`src/rtl/mem_map_pkg.sv`:
```
// Shared definitions for the Z80 S100 SBC memory-map decoder: FSM encoding,
// default region indices, the shadow-disable I/O port and the wait-count width.
package mem_map_pkg;

  typedef enum logic [1:0] {
    ST_IDLE   = 2'd0,
    ST_WAIT   = 2'd1,
    ST_ACTIVE = 2'd2
  } state_e;

  localparam int         ROM_IDX          = 0;
  localparam int         VGA_IDX          = 1;
  localparam logic [7:0] SHADOW_PORT_DEF  = 8'hFE;
  localparam int         WAIT_W           = 4;

endpackage

```
`src/rtl/mem_map_decoder_region_match.sv`:
```
// Combinational priority matcher: turns the decoded top address bits into a
// one-hot region hit, a fallback hit, a read-only fault and the wait count.
module region_match
  import mem_map_pkg::*;
#(
  parameter int                            DEC_BITS     = 4,
  parameter int                            NUM_REGIONS  = 3,
  parameter logic [DEC_BITS*NUM_REGIONS-1:0] REGION_BASE = 12'h0EF,
  parameter logic [DEC_BITS*NUM_REGIONS-1:0] REGION_MASK = 12'h0FF,
  parameter logic [WAIT_W*NUM_REGIONS-1:0]   REGION_WAIT = 12'h021,
  parameter logic [NUM_REGIONS-1:0]          REGION_RO   = 3'b001,
  parameter int                            DEFAULT_WAIT = 0
) (
  input  logic [DEC_BITS-1:0]    top,
  input  logic                   shadow,
  input  logic                   is_write,
  output logic [NUM_REGIONS-1:0] hit,
  output logic                   default_hit,
  output logic                   ro_fault,
  output logic [WAIT_W-1:0]      wait_cnt
);

  logic [NUM_REGIONS-1:0] hit_s;
  logic                   found_s;
  logic                   ro_s;
  logic [WAIT_W-1:0]      wait_s;

  // Lowest matching index wins; a slot with an all-zero mask is unpopulated
  // and never matches, so default parameters leave slot 2 unused.
  always_comb begin
    hit_s       = '0;
    found_s     = 1'b0;
    ro_s        = 1'b0;
    wait_s      = '0;
    hit         = '0;
    default_hit = 1'b0;
    ro_fault    = 1'b0;
    wait_cnt    = '0;
    for (int i = 0; i < NUM_REGIONS; i++) begin
      if (!found_s && (REGION_MASK[i*DEC_BITS +: DEC_BITS] != '0) &&
          ((top & REGION_MASK[i*DEC_BITS +: DEC_BITS]) ==
           (REGION_BASE[i*DEC_BITS +: DEC_BITS] & REGION_MASK[i*DEC_BITS +: DEC_BITS]))) begin
        hit_s[i] = 1'b1;
        found_s  = 1'b1;
        ro_s     = REGION_RO[i];
        wait_s   = REGION_WAIT[i*WAIT_W +: WAIT_W];
      end else begin
        hit_s = hit_s;
      end
    end
    if (shadow && (top == '0)) begin
      hit_s          = '0;
      hit_s[ROM_IDX] = 1'b1;
      found_s        = 1'b1;
      ro_s           = REGION_RO[ROM_IDX];
      wait_s         = REGION_WAIT[ROM_IDX*WAIT_W +: WAIT_W];
    end else begin
      found_s = found_s;
    end
    if (found_s && ro_s && is_write) begin
      ro_fault = 1'b1;
    end else if (found_s) begin
      hit      = hit_s;
      wait_cnt = wait_s;
    end else begin
      default_hit = 1'b1;
      wait_cnt    = WAIT_W'(DEFAULT_WAIT);
    end
  end

endmodule

```
`src/rtl/mem_map_decoder.sv`:
```
// Memory-map decoder top: access FSM, registered chip selects, wait-state
// counter and the boot-ROM shadow flag.
module mem_map_decoder
  import mem_map_pkg::*;
#(
  parameter int                              ADDR_W       = 16,
  parameter int                              DEC_BITS     = 4,
  parameter int                              NUM_REGIONS  = 3,
  parameter logic [DEC_BITS*NUM_REGIONS-1:0] REGION_BASE  = 12'h0EF,
  parameter logic [DEC_BITS*NUM_REGIONS-1:0] REGION_MASK  = 12'h0FF,
  parameter logic [WAIT_W*NUM_REGIONS-1:0]   REGION_WAIT  = 12'h021,
  parameter logic [NUM_REGIONS-1:0]          REGION_RO    = 3'b001,
  parameter int                              DEFAULT_WAIT = 0,
  parameter logic [7:0]                      SHADOW_PORT  = SHADOW_PORT_DEF
) (
  input  logic                   clock,
  input  logic                   reset,
  input  logic [ADDR_W-1:0]      address,
  input  logic                   memread,
  input  logic                   memwrite,
  input  logic                   iowrite,
  input  logic [7:0]             ioaddr,
  input  logic                   mem_en,
  output logic [NUM_REGIONS-1:0] region_cs,
  output logic                   default_cs,
  output logic                   ready,
  output logic                   boot_shadow,
  output logic                   write_fault
);

  state_e                 state_r;
  logic [WAIT_W-1:0]      wait_cnt_r;
  logic                   req_s;
  logic [DEC_BITS-1:0]    top_s;
  logic [NUM_REGIONS-1:0] hit_s;
  logic                   default_hit_s;
  logic                   ro_fault_s;
  logic [WAIT_W-1:0]      wait_s;
  logic                   unused_addr_s;

  assign req_s         = (memread | memwrite) & mem_en;
  assign top_s         = address[ADDR_W-1 -: DEC_BITS];
  assign unused_addr_s = ^address[ADDR_W-DEC_BITS-1:0];

  region_match #(
    .DEC_BITS    (DEC_BITS),
    .NUM_REGIONS (NUM_REGIONS),
    .REGION_BASE (REGION_BASE),
    .REGION_MASK (REGION_MASK),
    .REGION_WAIT (REGION_WAIT),
    .REGION_RO   (REGION_RO),
    .DEFAULT_WAIT(DEFAULT_WAIT)
  ) u_match (
    .top        (top_s),
    .shadow     (boot_shadow),
    .is_write   (memwrite),
    .hit        (hit_s),
    .default_hit(default_hit_s),
    .ro_fault   (ro_fault_s),
    .wait_cnt   (wait_s)
  );

  // Access FSM; the selects captured at the start edge are the latched decode
  // and are held unchanged until the access ends.
  always_ff @(posedge clock or posedge reset) begin
    if (reset) begin
      state_r     <= ST_IDLE;
      wait_cnt_r  <= '0;
      region_cs   <= '0;
      default_cs  <= 1'b0;
      ready       <= 1'b1;
      boot_shadow <= 1'b1;
      write_fault <= 1'b0;
    end else begin
      write_fault <= 1'b0;
      if (iowrite && (ioaddr == SHADOW_PORT)) begin
        boot_shadow <= 1'b0;
      end
      case (state_r)
        ST_IDLE: begin
          if (req_s) begin
            region_cs   <= hit_s;
            default_cs  <= default_hit_s;
            write_fault <= ro_fault_s;
            if (wait_s != '0) begin
              ready      <= 1'b0;
              wait_cnt_r <= wait_s;
              state_r    <= ST_WAIT;
            end else begin
              state_r <= ST_ACTIVE;
            end
          end
        end
        ST_WAIT: begin
          if (!req_s) begin
            region_cs  <= '0;
            default_cs <= 1'b0;
            ready      <= 1'b1;
            wait_cnt_r <= '0;
            state_r    <= ST_IDLE;
          end else if (wait_cnt_r == WAIT_W'(1)) begin
            ready      <= 1'b1;
            wait_cnt_r <= '0;
            state_r    <= ST_ACTIVE;
          end else begin
            wait_cnt_r <= wait_cnt_r - WAIT_W'(1);
          end
        end
        ST_ACTIVE: begin
          if (!req_s) begin
            region_cs  <= '0;
            default_cs <= 1'b0;
            state_r    <= ST_IDLE;
          end
        end
        default: begin
          region_cs  <= '0;
          default_cs <= 1'b0;
          ready      <= 1'b1;
          wait_cnt_r <= '0;
          state_r    <= ST_IDLE;
        end
      endcase
    end
  end

endmodule

```
`config.mk`:
```
export PLATFORM = sky130hd
export DESIGN_NAME = mem_map_decoder
export DESIGN_NICKNAME = d
export VERILOG_FILES = /design/src/rtl/mem_map_pkg.sv /design/src/rtl/mem_map_decoder_region_match.sv /design/src/rtl/mem_map_decoder.sv
export SDC_FILE = /design/constraint.sdc
export NUM_CORES = 1
export LEC_CHECK = 0
export CAP_MARGIN = 15
export CORE_ASPECT_RATIO = 1.2
export CORE_MARGIN = 10
export CORE_UTILIZATION = 35
export CTS_BUF_LIST = sky130_fd_sc_hd__clkbuf_4 sky130_fd_sc_hd__clkbuf_8
export CTS_CLUSTER_DIAMETER = 100
export CTS_CLUSTER_SIZE = 10
export DETAILED_ROUTE_END_ITERATION = 10
export PLACE_DENSITY = 0.77
export SLEW_MARGIN = 20
export SYNTH_ARGS = -nofsm -noshare
export SYNTH_HDL_FRONTEND = slang
export SYNTH_SLANG_ARGS = --single-unit
```
`constraint.sdc`:
```
create_clock -name clock -period 3.55 [get_ports clock]
set_input_delay 0.5325 -clock clock [delete_from_list [all_inputs] [get_ports clock]]
set_output_delay 0.5325 -clock clock [all_outputs]
set_load 0.02 [all_outputs]
```
### After elaboration in Yosys (flattened, before gate mapping)

Index checks and enable logic that the tools add are counted.

| storage, ports and cells | value |
|---|---|
| logic and storage cells | 77 |
| register bits | 13 |
| output and inout port bits | 7 |

| operators by class | value |
|---|---|
| eq/ne operators | 11 |
| muxes and demuxes | 41 |
| $add $sub $neg | 1 |
| reduce and logical (&&, ||, !) cells | 14 |
| bitwise operators | 3 |

Operators with widths:

| operator | count |
|---|---|
| $mux 4 | 8 |
| $mux 1 | 18 |
| $mux 2 | 7 |
| $pmux 4 s3 | 1 |
| $mux 3 | 3 |
| $eq 4x4->1 const B | 2 |
| $eq 8x8->1 const B | 1 |
| $ne 2x2->1 const B | 4 |
| $pmux 2 s3 | 1 |
| $pmux 3 s2 | 1 |
| $reduce_and 3->1 | 2 |
| $logic_and 1x1->1 | 5 |
| $eq 4x1->1 const B | 1 |
| $logic_not 4->1 | 1 |
| $reduce_and 4->1 | 1 |
| $reduce_bool 4->1 | 1 |
| $sub 4x1->4 const B | 1 |
| $ne 3x3->1 const B | 1 |
| $pmux 1 s3 | 1 |
| $eq 2x1->1 const B | 1 |
| $eq 2x2->1 const B | 1 |
| $logic_not 2->1 | 1 |
| $pmux 1 s2 | 1 |
| $reduce_and 2->1 | 1 |
| other kinds (5) | 5 |

### Logic depth before layout (Yosys ltp)

Gate-level depths: netlist (run 1).

| depth | value |
|---|---|
| word-level depth | 13 |
| gate-level depth with buffers | 7 |

### Cells and area by module

From an unflattened synthesis (run 1), not the netlist that was laid out.

| unflattened totals | value |
|---|---|
| cells, all modules | 98 |
| area total of the unflattened synthesis | 925.9 µm² |

By module, submodules not included:

| module | times used | cells an instance | area an instance (µm²) | sequential area each (µm²) |
|---|---|---|---|---|
| mem_map_decoder | 1 | 82 | 808.3 | 327.8 |
| region_match | 1 | 16 | 117.6 | 0.0 |

### Worst setup path after synthesis (run 1)

OpenSTA, ideal clock, no wires.

| path | value |
|---|---|
| path kind | reg2reg |
| start | register boot_shadow |
| end | register wait_cnt_r[0] |
| data required time | 3.425 ns |
| path buffers | 0 |
| arrival | 1.615 ns |
| setup slack | 1.811 ns |
| period minus slack after synthesis | 1.739 ns |
| cell stages (with the launch flop) | 6 |
| setup time | 0.125 ns |
| cells stage by stage | dfstp_2 -> nor3b_1 -> and3b_1 -> o21ai_2 -> a21oi_2 -> mux2_2 |

| on the way | value |
|---|---|
| cells in the longest elaborated chain, start to end | 8 |
| elaborated cells on any way between the ends | 14 |
| classes of those cells | eq/ne (1); mux (8); reduce/logical (5) |

Ends and longest elaborated chain:

| element | line | RTL |
|---|---|---|
| start, declared | mem_map_decoder.sv:27 | `output logic boot_shadow,` |
| start signal, assigned | mem_map_decoder.sv:72 | `boot_shadow <= 1'b1;` |
| start signal, assigned | mem_map_decoder.sv:77 | `boot_shadow <= 1'b0;` |
| $logic_and 1x1->1 (*) | mem_map_decoder_region_match.sv:51 | `if (shadow && (top == '0)) begin` |
| $mux 1 | mem_map_decoder_region_match.sv:51 |  |
| $logic_and 1x1->1 (2 in a row) | mem_map_decoder_region_match.sv:60 | `if (found_s && ro_s && is_write) begin` |
| $mux 4 (*) | mem_map_decoder_region_match.sv:60 |  |
| $reduce_bool 4->1 or $mux 4 (tied branches) | mem_map_decoder.sv:85 | `if (wait_s != '0) begin` |
| $ne 2x2->1 (no line) or $mux 4 (tied branches) | n/a |  |
| $reduce_and 3->1 (no line) or $pmux 4 s3 (tied branches) | n/a |  |
| end signal, assigned | mem_map_decoder.sv:87 | `wait_cnt_r <= wait_s;` |
| end signal, assigned | mem_map_decoder.sv:106 | `wait_cnt_r <= wait_cnt_r - WAIT_W'(1);` |
| end, declared | mem_map_decoder.sv:32 | `logic [WAIT_W-1:0] wait_cnt_r;` |

Every way passes the cells marked *; elsewhere a longest branch is shown, timed or not. The select of a mux whose other input is x is not followed.
A chain may end at the register's enable or synchronous reset.

### Final worst setup path (run 1)

| path | value |
|---|---|
| start | input port memwrite |
| end | register region_cs[0] |

| on the way | value |
|---|---|
| cells in the longest elaborated chain, start to end | 4 |
| elaborated cells on any way between the ends | 9 |
| classes of those cells | eq/ne (2); mux (3); bitwise (2); reduce/logical (2) |

Ends and longest elaborated chain:

| element | line | RTL |
|---|---|---|
| start, declared | mem_map_decoder.sv:20 | `input logic memwrite,` |
| $or 1x1->1 or $logic_and 1x1->1 (tied branches) | mem_map_decoder.sv:41, mem_map_decoder_region_match.sv:60 |  |
| $and 1x1->1 or $mux 3 (tied branches) | mem_map_decoder.sv:41, mem_map_decoder_region_match.sv:60 |  |
| $ne 2x2->1 (no line) or $mux 3 (tied branches) | n/a |  |
| $reduce_and 2->1 (no line) or $pmux 3 s2 (tied branches) | n/a |  |
| end signal, assigned | mem_map_decoder.sv:82 | `region_cs <= hit_s;` |
| end, declared | mem_map_decoder.sv:24 | `output logic [NUM_REGIONS-1:0] region_cs,` |

Several ways; a longest one is shown, not always the timed one. The select of a mux whose other input is x is not followed.

==> summary.txt, run 1 <==
Final layout
  – Non-Filler Instances: 141
  – Area taken by multi-input logic gates: 415 sq um
  – Proportion of layout cells with a drive suffix above 1: 10.8%
  – # diodes: 0
  – Post-route cell area: 1050 sq um
  – FF+latch area: 303 sq um
  – Fillers: 204
  – Layout Nets: 147
  – Area grow syn2layout: 37.4%

Synth
  – Syn Inst Count: 86
  – Flops & latches, synth: 12
  – Yosys top cell by area: dfrtp_1
  – Unique masters post-synth: 35
  – Sequential area share after synthesis: 39.5%
  – Area contributors post-synth: dfrtp_1 (33%), ha_1 (8.2%), dfstp_2 (6.9%)
  – Mapped Nets: 121
  – Average instance area after synthesis: 8.92 sq um
  – Netlist Area Pre-Place: 767 sq um
  – Post-synth top area share: 32.6%
  – Synthesis warning total: 0

Power
  – Leakage: 0.441 nW
  – VDD IR-drop max: 0.253 mV
  – P per Cell Area: 482 nW/um^2

Timing
  – Post-layout minimum cycle time: 2.11 ns
  – Pins Over Slew Limit: 0
  – Tcrit/Tclk final: 59.4%
  – Setup tns final: 0 ns
  – Worst Clk Skew: 0.00183 ns
  – # setup viols final: 0
  – RSZ-0062 raised after global routing: false
  – Fin. Hold Viols: 0
  – Setup ws final: 1.44 ns
  – Fmax: 0.474 GHz

Status
  – Status: finished, final reports clean

Die
  – Ports: 37
  – Row cnt: 18
  – Core footprint: 2070 sq um
  – Starting Density: 37.0%
  – Die width: 62.7 microns
  – Die height: 71.3 microns
  – Full die area: 4470 sq um

Detailed routing
  – Starting DRC count in detailed routing: 20
  – WL final: 1870 microns
  – Routed vias/inst: 5.18
  – # DRC: 0
  – Wire length per cell: 13.2 microns
  – Antenna-violating nets left: 0
  – DRT Pass-1 Iters: 4
  – Via Count: 730

Global routing
  – Largest net degree at the start of global routing: 13
  – Congestion Overflow GR: 0
  – Total GRT Usage: 8.22%
  – Initial antenna violation count: 0
  – Vias in the first global route: 747
  – First-pass GRT wire length: 3060 microns

Setup path
  – Crit end category: register
  – Setup crit start kind: input port
  – Critical path's largest stage delay: 0.59 ns
  – Critical path arrival: 2.28 ns
  – Worst EP required: 3.72 ns
  – Reg2reg path depth: 5
  – Crit path cell chain: clkdlybuf4s50_1, o21ai_0, nand2_1, a21boi_0, mux2_2
  – Max FO, Critical Path: 7
  – WS Path Type: input port to register
  – Slowest CP cell: clkdlybuf4s50_1

Run
  – Max capacitance violation total: 0

Placement
  – Buffers on Ports: 23
  – Post-Place Cells: 137
  – Pre-CTS WS: 1.17 ns
  – Hpwl dp: 1520 microns
  – Final GP Congestion: 0.753
  – DP Area: 1020 sq um

Worst hold path
  – HP Class: register to register
  – Hold Path Stages: 1

Clock tree
  – Post-CTS Hold Buffers: 0
  – Resize count post-CTS: 0
  – Post CTS Setup Buffer Count: 0
  – Clock tree from TritonCTS: done
  – Htree depth: 1
  – Clock Root Buffer: clkbuf_4
  – Clock Latency Late Sink: 0.28 ns
  – Clk sink count: 12
  – Clock transition at the registers of the reported paths: 0.08 ns
  – CTS max path bufs: 2
  – Total CTS buffers: 3
## synthesized netlist by cell type, drive strengths merged
| cell type | count |
|---|---|
| nor2 | 5 |
| nor3b | 1 |
| a21oi | 5 |
| buf | 1 |
| nand3 | 4 |
| o22ai | 1 |
| conb | 1 |
| a2bb2oi | 1 |
| o41a | 1 |
| and3b | 1 |
| o2bb2ai | 2 |
| nor3 | 2 |
| clkbuf | 1 |
| o21a | 1 |
| nand2 | 7 |
| o21ai | 7 |
| dfstp | 2 |
| a21boi | 1 |
| a21o | 2 |
| mux2 | 2 |
| or3b | 1 |
| dfrtp | 10 |
| inv | 10 |
| nor4 | 1 |
| and3 | 2 |
| nand4 | 3 |
| a31oi | 3 |
| or3 | 1 |
| a221oi | 1 |
| ha | 5 |
| a211oi | 1 |
## through the flow
step	power [W]	hold WS [ns]	utilization, %
2_1_floorplan	0.000336	0.396	-
3_3_place_gp	0.000405	0.470	49.4
3_5_place_dp	0.000410	0.470	49.4
4_1_cts	0.000510	0.480	50.8
5_1_grt	0.000548	0.485	50.8
6_report	0.000507	0.477	50.8
## area by class of cell
class / count / share of cell area [%]
Multi-Input combinational cell: 62 / 39.4
Sequential cell: 12 / 28.7
Timing Repair Buffer: 23 / 21.9
Inverter: 10 / 3.56
Tap cell: 30 / 3.56
Clock buffer: 4 / 2.85
## registers in the layout, summed over array words and instances (netlist names)
register and count:
write_fault 1, ready 1, boot_shadow 1, default_cs 1, state_r 2, wait_cnt_r 4
region_cs 2
## placed cells by master (no fill, tap or decap), drive strengths merged, types with 2 or more instances in the layout
cell | synthesis | layout
nor3 | 2 | 2
dfrtp | 10 | 10
dfstp | 2 | 2
a31oi | 3 | 3
a21oi | 5 | 5
o21ai | 7 | 7
clkdlybuf4s50 | 0 | 23
inv | 10 | 10
nand2 | 7 | 7
clkbuf | 1 | 4
mux2 | 2 | 2
nor2 | 5 | 5
and3 | 2 | 2
nand3 | 4 | 4
a21o | 2 | 2
o2bb2ai | 2 | 2
nand4 | 3 | 3
ha | 5 | 5
## per-layer routing
metal  vias up  part of all wire [%]  global-route usage [%]  wire [microns]
met2        36                    45                    13.0             834
met1       327                    43                    8.59             812
met4         0                   1.8                    5.22              34
li1        363                     -                       -               -
met3         4                    10                    4.04             188
met5         -                     0                       0               0
## report_power, final
part,switching (W),internal [W],total [W]
Clock,0.0000490,0.0000513,0.000100
Sequential,0.0000153,0.000163,0.000178
Combinational,0.000128,0.000101,0.000229
## kinds of logic (layout without fill, tap and decap cells)
family	after synthesis	in the layout	share of synthesized area (%)
other	1	1	0.489
buffers and inverters	12	37	6.36
AND/OR/NAND/NOR	28	28	19.6
adder cells (fa/ha/maj)	5	5	8.16
flip-flops	12	12	39.5
AO/OA/AOI/OAI	26	26	23.0
multiplexers	2	2	2.94
## final timing paths
path / from / endpoint / slack (ns)
worst max-delay path: memwrite / region_cs[0] / 1.44
worst min-delay path: boot_shadow / boot_shadow / 0.48
worst max register to register: state_r[0] / region_cs[0] / 1.73
worst min register to register: boot_shadow / boot_shadow / 0.48
max in group asynchronous: reset / ready / 2.64
min in group asynchronous: reset / write_fault / 0.56
## critical path, delay by kind of cell
| kind | cells | cell delay [ns] |
|---|---|---|
| buffers and inverters | 1 | 0.59 |
| muxes | 1 | 0.38 |
| AOI/OAI and AO/OA | 2 | 0.62 |
| and+or+nand+nor | 1 | 0.14 |
No activity file was read; power rests on OpenSTA's default activity.
==> run 2: changes to the inputs <==
- clock period: 3.55 -> 2.1 ns (I/O delays scaled with it)
==> run 2 against run 1 <==
  * Register-to-register slack worse by 1.4 ns
  * Core utilization is 1.8 points higher
  * Die area stayed put
  * Critical path depth stayed put
  * First-iteration DRC count is 25% lower
  * Via count is 0.14% lower
  * Largest cell class unchanged
  * Global-route usage is 0.67 points higher
  * Sequential share of layout area is 0.99 points lower
  * Clock skew is 0.0014 ns lower
  * Non-clock buffer count is 5 higher
  * Final cell count is 3.5% higher
==> summary.txt, run 2 (synthesized netlist as in run 1, its figures left out) <==
Clock tree
  – Clock Latency Late Sink: 0.27 ns (was 0.28 ns)
  – Clock Root Buffer: clkbuf_4 (unchanged)
  – CTS max path bufs: 2 (unchanged)
  – Post CTS Setup Buffer Count: 0 (unchanged)
  – Post-CTS Hold Buffers: 0 (unchanged)
  – Clock tree from TritonCTS: done (unchanged)
  – Clk sink count: 12 (unchanged)
  – Htree depth: 1 (unchanged)
  – Clock transition at the registers of the reported paths: 0.08 ns (about the same)
  – Resize count post-CTS: 0 (unchanged)
  – Total CTS buffers: 3 (unchanged)

Power
  – Leakage: 0.465 nW (was 0.441 nW)
  – Total power: 0.000899 W (was 0.000507 W)
  – VDD IR-drop max: 0.501 mV (was 0.253 mV)
  – P per Cell Area: 824 nW/um^2 (was 482 nW/um^2)

Placement
  – Hpwl dp: 1610 microns (was 1520 microns)
  – Final GP Congestion: 0.811 (was 0.753)
  – Buffers on Ports: 23 (unchanged)

Setup path
  – R2r startpoint: boot_shadow (was state_r[0])
  – Max FO, Critical Path: 6 (was 7)
  – Critical path arrival: 2.02 ns (was 2.28 ns)
  – R2r endpoint: ready (was region_cs[0])
  – WS Path Type: register to register (was input port to register)
  – Crit end category: register (unchanged)
  – Reg2reg path depth: 5 (unchanged)
  – Setup crit start kind: register (was input port)
  – R2r setup slk: 0.29 ns (was 1.73 ns)
  – Worst EP required: 2.31 ns (was 3.72 ns)

Timing
  – Fmax: 0.553 GHz
  – Post-layout minimum cycle time: 1.81 ns
  – Tcrit/Tclk final: 86.1%
  – # setup viols final: 0 (unchanged)
  – RSZ-0062 raised after global routing: false (unchanged)
  – Pins Over Slew Limit: 0 (unchanged)
  – Setup tns final: 0 ns (unchanged)
  – Fin. Hold Viols: 0 (unchanged)
  – Worst Clk Skew: 0.000391 ns (was 0.00183 ns)

Detailed routing
  – Wl on met1: 880 microns (was 812 microns)
  – # DRC: 0 (unchanged)
  – Antenna-violating nets left: 0 (unchanged)
  – Wire length per cell: 13.5 microns (was 13.2 microns)
  – Top Layer Used: met4 (unchanged)
  – DRT Pass-1 Iters: 4 (unchanged)
  – WL final: 1960 microns (was 1870 microns)
  – Routed vias/inst: 4.99 (was 5.18)
  – Met2 wire length: 913 microns (was 834 microns)
  – Starting DRC count in detailed routing: 15 (was 20)
  – WL met3: 161 microns (was 188 microns)
  – Via Count: 729 (was 730)

Final layout
  – Area grow syn2layout: 42.3% (was 37.4%)
  – Most flop-heavy register: wait_cnt_r (unchanged)
  – Most common cell after layout, fill and taps aside: clkdlybuf4s50_1 (unchanged)
  – Layout Nets: 152 (was 147)
  – # diodes: 0 (unchanged)
  – Max reg flops: 4 (unchanged)
  – Top flop regs: wait_cnt_r x4, region_cs x2, state_r x2 (unchanged)
  – Proportion of layout cells with a drive suffix above 1: 14.7% (was 10.8%)
  – Most frequent cells in the layout: clkdlybuf4s50_1 (23), inv_1 (10), dfrtp_1 (10) (unchanged)

Global routing
  – Initial antenna violation count: 0 (unchanged)
  – First-pass GRT wire length: 3390 microns (was 3060 microns)
  – Vias in the first global route: 816 (was 747)
  – Congestion Overflow GR: 0 (unchanged)
  – Largest net degree at the start of global routing: 13 (unchanged)
  – Total GRT Usage: 8.89% (was 8.22%)

Die
  – Full die area: 4470 sq um (unchanged)
  – Starting Density: 37.0% (unchanged)
  – Ports: 37 (unchanged)
  – Row cnt: 18 (unchanged)
  – Die height: 71.3 microns (unchanged)
  – Die width: 62.7 microns (unchanged)
  – Core footprint: 2070 sq um (unchanged)

Status
  – Status: finished, final reports clean (unchanged)

Run
  – Max capacitance violation total: 0 (unchanged)

Worst hold path
  – HP Class: input port to async pin (was register to register)
run 2: worst max path at each step:
stage                            from            end  slack (ns)  cells past startpoint
after global placement    address[13]          ready        0.12                      6
after CTS                 boot_shadow          ready        0.27                      5
after detailed placement  address[13]          ready        0.03                      6
after floorplan           boot_shadow  wait_cnt_r[0]        0.36                      5
after global routing      boot_shadow          ready        0.18                      5
final                     boot_shadow          ready        0.29                      5
run 2: per-stage QoR:
| stage | util, % | hold slack, ns | instances | area [sq um] | setup slack [ns] |
|---|---|---|---|---|---|
| floorplan | - | 0.178 | 86 | 767 | 0.361 |
| global placement | 51.2 | 0.469 | 142 | 1060 | 0.120 |
| detailed placement | 51.2 | 0.469 | 142 | 1060 | 0.0340 |
| CTS | 52.7 | 0.367 | 146 | 1090 | 0.267 |
| global route | 52.7 | 0.402 | 146 | 1090 | 0.176 |
| finish | 52.7 | 0.358 | 146 | 1090 | 0.292 |
run 2: metal layers:
metal	GRT usage, %	up-vias
li1	-	368
met1	9.58	331
met2	15.4	28
met3	3.73	2
met4	2.99	0
met5	0	-
run 2: final cells by class:
class                      instances  area, sq um
clock buffer                       4         30.0
fill                             216          981
sequential                        12          303
tap                               30         37.5
multi-input combinational         62          415
timing repair buffer              28          268
inverter                          10         37.5
run 2: power by group:
| part | switching [W] | internal [W] | leakage, nW |
|---|---|---|---|
| sequential | 0.0000261 | 0.000275 | 0.155 |
| clock | 0.0000809 | 0.0000864 | 0.0184 |
| combinational | 0.000225 | 0.000206 | 0.292 |
| total | 0.000332 | 0.000568 | 0.465 |
run 2: worst max-delay path: stages, from the launching register on:
cell	delay, ns
dfstp_2	0.55
nor3b_1	0.27
and3b_1	0.22
o21ai_2	0.10
or3_1	0.40
a21o_1	0.19
==> run 3: changes to the inputs <==
--- a/config.mk
+++ b/config.mk
@@ -15,3 +15,3 @@
 export DETAILED_ROUTE_END_ITERATION = 10
-export PLACE_DENSITY = 0.77
+export PLACE_DENSITY = 0.73
 export SLEW_MARGIN = 20
==> constraint.sdc (replaced) <==
create_clock -name clock -period 2.1 [get_ports clock]
set_input_delay 0.42 -clock clock [delete_from_list [all_inputs] [get_ports clock]]
set_output_delay 0.42 -clock clock [all_outputs]
set_load 0.02 [all_outputs]
==> run 3 against run 2 <==
  * Sequential share of layout area fell by 0.56 points
  * Maximum frequency shrank 2.2%
  * Sequential power about the same
  * Register-to-register slack barely moved
  * Non-clock buffer count up 3
  * Critical path depth decreased by 4
  * Clock skew up 0.010 ns
  * Clock power about the same
  * Worst setup slack lost 0.040 ns
  * Final area rose by 2.1%
==> summary.txt, run 3 (synthesized netlist as in run 1, its figures left out) <==
Clock tree
  – Clk sink count: 12 (unchanged)
  – Resize count post-CTS: 0 (unchanged)
  – Clock Root Buffer: clkbuf_4 (unchanged)
  – Post-CTS Hold Buffers: 0 (unchanged)
  – Clock transition at the registers of the reported paths: 0.09 ns (was 0.08 ns)
  – Clock Latency Late Sink: 0.28 ns (was 0.27 ns)
  – CTS max path bufs: 2 (unchanged)
  – Htree depth: 1 (unchanged)
  – Clock tree from TritonCTS: done (unchanged)
  – Total CTS buffers: 3 (unchanged)
  – Post CTS Setup Buffer Count: 0 (unchanged)

Power
  – P per Cell Area: 825 nW/um^2 (was 824 nW/um^2)
  – Total power: 0.000919 W (was 0.000899 W)
  – VDD IR-drop max: 0.478 mV (was 0.501 mV)
  – Leakage: 0.479 nW (was 0.465 nW)

Final layout
  – Most common cell after layout, fill and taps aside: clkdlybuf4s50_1 (unchanged)
  – Max reg flops: 4 (unchanged)
  – Area grow syn2layout: 45.2% (was 42.3%)
  – Layout Nets: 155 (was 152)
  – Most frequent cells in the layout: clkdlybuf4s50_1 (23), inv_1 (10), dfrtp_1 (10) (unchanged)
  – Top flop regs: wait_cnt_r x4, region_cs x2, state_r x2 (unchanged)
  – # diodes: 0 (unchanged)
  – Non-Filler Instances: 149 (was 146)
  – Most flop-heavy register: wait_cnt_r (unchanged)
  – Proportion of layout cells with a drive suffix above 1: 16.8% (was 14.7%)

Setup path
  – Instance count on the critical path: 1 (was 5)
  – Critical path's largest stage delay: 0.61 ns (was 0.55 ns)
  – R2r endpoint: ready (unchanged)
  – Slowest CP cell: clkdlybuf4s50_1 (was dfstp_2)
  – Crit end category: primary output (was register)
  – Kind of cell adding the most delay to the critical path: buffers and inverters (was simple AND/OR/NAND/NOR gates)
  – Setup crit start kind: register (unchanged)
  – Reg2reg path depth: 6 (was 5)
  – Worst EP required: 1.68 ns (was 2.31 ns)
  – R2r startpoint: wait_cnt_r[1] (was boot_shadow)
  – Critical path arrival: 1.43 ns (was 2.02 ns)
  – Crit path cell chain: clkdlybuf4s50_1 (was nor3b_1, and3b_1, o21ai_2, or3_1, a21o_1)
  – R2r setup slk: 0.29 ns (about the same)
  – WS Path Type: register to primary output (was register to register)
  – Max FO, Critical Path: 3 (was 6)
  – Worst Path Buf+Inv: 1 (was 0)

Global routing
  – Total GRT Usage: 9.15% (was 8.89%)
  – First-pass GRT wire length: 3460 microns (was 3390 microns)
  – Largest net degree at the start of global routing: 13 (unchanged)
  – Initial antenna violation count: 0 (unchanged)
  – Congestion Overflow GR: 0 (unchanged)
  – Vias in the first global route: 827 (was 816)

Die
  – Die width: 62.7 microns (unchanged)
  – Full die area: 4470 sq um (unchanged)
  – Die height: 71.3 microns (unchanged)
  – Row cnt: 18 (unchanged)
  – Core footprint: 2070 sq um (unchanged)
  – Ports: 37 (unchanged)
  – Starting Density: 37.0% (unchanged)

Timing
  – Setup ws final: 0.252 ns (was 0.292 ns)
  – Fin. Hold Viols: 0 (unchanged)
  – Pins Over Slew Limit: 0 (unchanged)
  – Fmax: 0.541 GHz (was 0.553 GHz)
  – Setup tns final: 0 ns (unchanged)
  – Worst Clk Skew: 0.0107 ns (was 0.000391 ns)
  – Post-layout minimum cycle time: 1.85 ns (was 1.81 ns)
  – # setup viols final: 0 (unchanged)
  – WHS: 0.447 ns (was 0.358 ns)
  – RSZ-0062 raised after global routing: false (unchanged)
  – Tcrit/Tclk final: 88.0% (was 86.1%)

Placement
  – Post-Place Cells: 145 (was 142)
  – Buffers on Ports: 23 (unchanged)
  – Final GP Congestion: 0.817 (was 0.811)
  – Pre-CTS WS: -0.0132 ns (was 0.0340 ns)
  – Hpwl dp: 1680 microns (was 1610 microns)

Run
  – Max capacitance violation total: 0 (unchanged)

Detailed routing
  – Routed vias/inst: 4.97 (was 4.99)
  – Via Count: 740 (was 729)
  – Starting DRC count in detailed routing: 9 (was 15)
  – Antenna-violating nets left: 0 (unchanged)
  – # DRC: 0 (unchanged)
  – Wire length per cell: 13.5 microns (about the same)
  – WL final: 2010 microns (was 1960 microns)
  – DRT Pass-1 Iters: 4 (unchanged)

Status
  – Status: finished, final reports clean (unchanged)

Worst hold path
  – HP Class: input port to async pin (unchanged)
run 3: changes by cell type in the layout (fill, tap and decap cells not counted):
| cell | delta |
|---|---|
| buf_4 | +3 |
run 3: layer usage:
metal  vias to the layer above  part of all wire, %  track usage, %
met4                         0                  2.0            4.48
li1                        374                    -               -
met3                         6                  9.2            4.04
met2                        28                   46            16.1
met5                         -                    0               0
met1                       332                   42            9.03
run 3: per-stage QoR:
step	util (%)	area (sq um)
CTS	53.7	1110
floorplan	-	767
detailed placement	52.3	1080
global route	53.7	1110
global placement	52.3	1080
finish	53.7	1110
run 3: how the worst max path moves through the flow:
stage / startpoint / to
4_1_cts: boot_shadow / boot_shadow
3_5_place_dp: address[13] / ready
5_1_grt: address[13] / ready
3_3_place_gp: address[13] / ready
6_report: boot_shadow / boot_shadow
2_1_floorplan: boot_shadow / wait_cnt_r[0]
run 3: report_power, final:
group          internal (W)  leakage (nW)  switching [W]
Combinational      0.000217         0.306       0.000231
Sequential         0.000275         0.155      0.0000259
Clock             0.0000865        0.0184      0.0000838
Total              0.000578         0.479       0.000341
run 3: final cells by class:
cell class              count  area (sq um)
fillers                   209           958
well taps                  30          37.5
inverters                  10          37.5
clock buffers               4          30.0
flip-flops and latches     12           303
repair buffers             31           290
multi-input cells          62           415
